### config.mk
export PLATFORM = sky130hd
export DESIGN_NAME = cost_rom_arbiter
export DESIGN_NICKNAME = d
export VERILOG_FILES = /design/src/rtl/jam_pkg.sv /design/src/rtl/cost_rom_arbiter_rr_pick.sv /design/src/rtl/cost_rom_arbiter.sv
export SDC_FILE = /design/constraint.sdc
export NUM_CORES = 1
export LEC_CHECK = 0
export ABC_AREA = 0
export ABC_CLOCK_PERIOD_IN_PS = 3300
export CELL_PAD_IN_SITES_DETAIL_PLACEMENT = 2
export CELL_PAD_IN_SITES_GLOBAL_PLACEMENT = 2
export CORE_MARGIN = 2
export CORE_UTILIZATION = 27
export CTS_BUF_LIST = sky130_fd_sc_hd__clkbuf_8
export CTS_CLUSTER_SIZE = 24
export DETAILED_ROUTE_END_ITERATION = 7
export GPL_ROUTABILITY_DRIVEN = 0
export GPL_TIMING_DRIVEN = 1
export PLACE_DENSITY_LB_ADDON = 0.1
export SLEW_MARGIN = 20
export SYNTH_ARGS = -nofsm -noshare
export SYNTH_HDL_FRONTEND = slang
export SYNTH_HIERARCHICAL = 1
export SYNTH_SLANG_ARGS = --single-unit
### constraint.sdc
create_clock -name CLK -period 3.3 [get_ports CLK]
set_input_delay 0.66 -clock CLK [delete_from_list [all_inputs] [get_ports CLK]]
set_output_delay 0.66 -clock CLK [all_outputs]
set_load 0.02 [all_outputs]
### src/rtl/jam_pkg.sv
// Shared widths and helpers for the job-assignment search engines
// and the cost ROM arbiter.
package jam_pkg;

  localparam int IDX_W    = 3;
  localparam int COST_W   = 7;
  localparam int SUM_W    = 10;
  localparam int COST_MAX = 100;

  // Up to four requesters; the highest set bit wins if several are set.
  function automatic logic [1:0] onehot_to_idx(
    input logic [3:0] oh
  );
    logic [1:0] idx;
    idx = 2'd0;
    for (int i = 0; i < 4; i++)
      if (oh[i]) idx = 2'(i);
    return idx;
  endfunction

endpackage

### src/rtl/cost_rom_arbiter_rr_pick.sv
// Rotating-priority picker: first asserted request at or after ptr,
// wrapping modulo N_REQ, returned as a one-hot grant.
module rr_pick #(
  parameter int N_REQ = 2,
  parameter int PW    = (N_REQ > 1) ? $clog2(N_REQ) : 1
) (
  input  logic [N_REQ-1:0] req,
  input  logic [PW-1:0]    ptr,
  output logic [N_REQ-1:0] gnt
);

  always_comb begin
    logic [PW:0]   s;
    logic [PW-1:0] idx;
    logic          found;
    gnt   = '0;
    found = 1'b0;
    s     = '0;
    idx   = '0;
    for (int k = 0; k < N_REQ; k++) begin
      s = {1'b0, ptr} + (PW+1)'(k);
      if (s >= (PW+1)'(N_REQ))
        s = s - (PW+1)'(N_REQ);
      idx = s[PW-1:0];
      if (!found && req[idx]) begin
        gnt[idx] = 1'b1;
        found    = 1'b1;
      end
    end
  end

endmodule

### src/rtl/cost_rom_arbiter.sv
// Round-robin arbiter sharing one cost ROM port among search engines,
// with lock ownership, a lock watchdog and tagged cost responses.
module cost_rom_arbiter
  import jam_pkg::*;
#(
  parameter int N_REQ    = 2,
  parameter int LOCK_MAX = 15
) (
  input  logic                   CLK,
  input  logic                   RST,
  input  logic [N_REQ-1:0]       req_valid,
  input  logic [N_REQ-1:0]       req_lock,
  input  logic [IDX_W*N_REQ-1:0] req_w,
  input  logic [IDX_W*N_REQ-1:0] req_j,
  output logic [N_REQ-1:0]       req_ready,
  output logic [IDX_W-1:0]       W,
  output logic [IDX_W-1:0]       J,
  input  logic [COST_W-1:0]      Cost,
  output logic [N_REQ-1:0]       rsp_valid,
  output logic [COST_W-1:0]      rsp_cost,
  output logic                   owner_valid,
  output logic [1:0]             owner_id,
  output logic                   lock_err
);

  localparam int PW = (N_REQ > 1) ? $clog2(N_REQ) : 1;
  localparam int CW = $clog2(LOCK_MAX + 1);

  logic [PW-1:0]    rr_ptr;
  logic [PW-1:0]    own_q;
  logic [PW-1:0]    gnt_idx;
  logic [PW-1:0]    pend_id;
  logic [N_REQ-1:0] gnt_rr;
  logic [N_REQ-1:0] own_oh;
  logic             pending;
  logic [CW-1:0]    wd_cnt;
  logic             own_req;
  logic             own_lock;
  logic             any_gnt;
  logic             grab;
  logic             expire;
  logic             release_now;
  logic [IDX_W-1:0] w_sel;
  logic [IDX_W-1:0] j_sel;

  function automatic logic [PW-1:0] nxt(
    input logic [PW-1:0] i
  );
    return (i == PW'(N_REQ-1)) ? '0 : i + PW'(1);
  endfunction

  rr_pick #(
    .N_REQ (N_REQ),
    .PW    (PW)
  ) u_pick (
    .req (req_valid),
    .ptr (rr_ptr),
    .gnt (gnt_rr)
  );

  assign own_oh   = N_REQ'(1) << own_q;
  assign own_req  = |(req_valid & own_oh);
  assign own_lock = |(req_lock & own_oh);

  assign req_ready = owner_valid
                   ? (own_req ? own_oh : '0)
                   : gnt_rr;

  assign any_gnt = |req_ready;
  assign gnt_idx = PW'(onehot_to_idx(4'(req_ready)));
  assign grab    = |(req_lock & req_ready);

  // An owner beat in the expiry cycle keeps the lock alive.
  assign expire = owner_valid & own_lock & ~own_req
                & (wd_cnt == CW'(LOCK_MAX-1));

  assign release_now = owner_valid & (~own_lock | expire);
  assign lock_err    = expire;
  assign owner_id    = 2'(own_q);

  always_comb begin
    w_sel = '0;
    j_sel = '0;
    for (int i = 0; i < N_REQ; i++) begin
      if (req_ready[i]) begin
        w_sel = req_w[IDX_W*i +: IDX_W];
        j_sel = req_j[IDX_W*i +: IDX_W];
      end
    end
  end

  always_ff @(posedge CLK) begin
    if (RST) begin
      W       <= '0;
      J       <= '0;
      pending <= 1'b0;
      pend_id <= '0;
    end else begin
      pending <= any_gnt;
      if (any_gnt) begin
        W       <= w_sel;
        J       <= j_sel;
        pend_id <= gnt_idx;
      end
    end
  end

  always_ff @(posedge CLK) begin
    if (RST) begin
      rsp_valid <= '0;
      rsp_cost  <= '0;
    end else begin
      rsp_valid <= pending ? (N_REQ'(1) << pend_id) : '0;
      if (pending)
        rsp_cost <= Cost;
    end
  end

  always_ff @(posedge CLK) begin
    if (RST) begin
      rr_ptr      <= '0;
      owner_valid <= 1'b0;
      own_q       <= '0;
      wd_cnt      <= '0;
    end else if (release_now) begin
      owner_valid <= 1'b0;
      own_q       <= '0;
      rr_ptr      <= nxt(own_q);
      wd_cnt      <= '0;
    end else if (owner_valid) begin
      if (own_req)
        wd_cnt <= '0;
      else
        wd_cnt <= wd_cnt + CW'(1);
    end else if (any_gnt) begin
      rr_ptr <= nxt(gnt_idx);
      if (grab) begin
        owner_valid <= 1'b1;
        own_q       <= gnt_idx;
        wd_cnt      <= '0;
      end
    end
  end

endmodule

==> run metrics <==
worst vdd ir=0.0002010 V; Die X=69.15 um; NumNets Final=200; Setup CP Type=in2out; GRT Overall Usage=0.1589; minimum clock period=3116 ps; R2R depth=4; via count=1140; # setup viols final=0; Place WS=182.0 ps; Layout area overhead=50.22%; Cells after DPL=218; CP required=2640 ps; Pwr Density=477.1 nW/um^2; layout cells sized above 1=0.09884; Hold WC Path Type=reg2reg; vias per cell=5.135; Top Ports=46; Reg clk slew, reported paths=90 ps; Async S/R FF share, synth=0; Mapped Cells=128; Hold WS=467.4 ps; Residual DRC=0; DRT iter0 DRCs=32; most area-consuming cells after synthesis=dfxtp_1, mux2i_1, a21oi_1, a311oi_1, nand3_1; Worst Hold Path Cells=1; largest fanout on the critical path=4; CP Launch Point=req_valid[1]; Hold Startpoint=pend_id; startpoint types=input port; chip height=69.15 um; clock latency on the worst-skew pair=270 ps; clock skew=2.202 ps; commonest cells in the synthesized netlist=dfxtp_1, a21oi_1, nor2_1; Max H-tree Level=1; final hold viol count=0; mean routed wirelength per cell=16.70 um; synth warn=6; first-pass GRT wire length=6.106 mm; sequential area share after synthesis=0.4192; reg2reg start=owner_valid; flop and latch count out of synthesis=24; unrepaired setup endpoints after global routing=false; post-route ant nets=0; postcts setup bufs=0; Fillers=444; Total Neg Setup Slack=0 ps; outcome=finished, final reports clean; Finished Layout Cells=222; IO buf count=44; Core Region=4029 sq um; Max clock buf depth=2; Root Buffer=clkbuf_8; CP endpoint kind=primary output; Synth area leader=dfxtp_1; Mapped Area=1146 sq um; total power=821.5 uW; drt pass-1 iters=6; Sink Count=24; number of flops mapped to enable cells by yosys=0; Post-synth top flop=dfxtp_1; Slew Viols, Final=0; WP data arrival=2460 ps; Initial Util=0.2845; CTS tree=yes; cts hold-fix bufs=0; ANT cells=0; initial antenna violation count=0; WL final=3.707 mm; Yosys cell types=34; post_cts resized=0; most common cell in the netlist=dfxtp_1; CTS buffer count=3; pin count of the biggest net entering global routing=21; Slew HR=0.5309; Synth top area share=0.4192; final period utilization=0.9442; final setup margin=184.3 ps; number of global-route vias before repair=1222; syn nets=155; worst slew pin tran=701.5 ps; Leakage=0.6486 nW; Row Count=23; die area=4782 sq um; Avg Cell Area, Syn=8.954 sq um; Fmax=321.0 MHz; DP HPWL=2.828 mm; gr ovfl total=0; Max Cap Violations=0
## power breakdown
group	total [mW]	switching (mW)	internal (mW)
Clock	0.262	0.0993	0.162
Combinational	0.218	0.107	0.110
Sequential	0.342	0.0271	0.315
Total	0.821	0.234	0.588
## critical path, stage by stage
cell,delay [ps]
clkdlybuf4s50_1,550
a21boi_2,280
nand2b_1,130
and2_1,180
inv_1,60
clkdlybuf4s50_1,590
## layout by cell type (no fill, tap or decap), types with 2 or more instances in the layout
cell,instances
a21oi_1,11
a31oi_1,3
clkbuf_8,3
a311oi_2,2
buf_4,7
o21ai_0,7
nand2_1,5
clkdlybuf4s50_1,44
nand2b_1,2
nand3_1,9
and3_1,2
nand3b_1,4
dfxtp_1,24
a311oi_1,6
ha_1,2
nor2_1,10
mux2i_1,9
inv_1,5
## state kept, by name (all words and copies together) (netlist names)
signal,cells
pending,1
rr_ptr,1
pend_id,1
J,3
wd_cnt,4
rsp_valid,2
rsp_cost,7
own_q,1
owner_valid,1
W,3
## worst paths after layout
| kind | to | slack (ps) |
|---|---|---|
| setup / recovery | req_ready[1] | 180 |
| hold / removal | rsp_valid[0] | 470 |
| setup reg to reg | W[0] | 1610 |
| hold reg to reg | rsp_valid[0] | 470 |
## per-stage QoR
step | utilization | cell area, sq um
floorplan | - | 1146
global placement | 0.4087 | 1647
detailed placement | 0.4087 | 1647
CTS | 0.4264 | 1718
global route | 0.4273 | 1722
finish | 0.4273 | 1722
## cell type report
| class | count | area (sq um) | area share |
|---|---|---|---|
| clock buffer | 3 | 41.29 | 0.02398 |
| multi-input combinational | 88 | 595.6 | 0.3459 |
| sequential | 24 | 480.5 | 0.2791 |
| tap | 50 | 62.56 | 0.03634 |
| inverter | 5 | 18.77 | 0.01090 |
| timing repair buffer | 51 | 493.0 | 0.2863 |
| clock inverter | 1 | 30.03 | 0.01744 |
## per-layer routing
metal,share of wire,wire (um),GRT usage,vias up
met1,0.45,1653,0.1961,557
met2,0.50,1851,0.2714,29
met3,0.044,164,0.04094,4
li1,-,-,-,550
met5,0,0,0,-
met4,0.010,38,0.04575,0
## kinds of logic after synthesis
kind of cell             synth area share
AND/OR/NAND/NOR                    0.1747
AO/OA/AOI/OAI                      0.2260
flip-flops                         0.4192
buffers and inverters             0.06441
multiplexers                      0.09061
adder cells (fa/ha/maj)           0.02183
other                            0.003272
(Power assumes the default switching activity.)
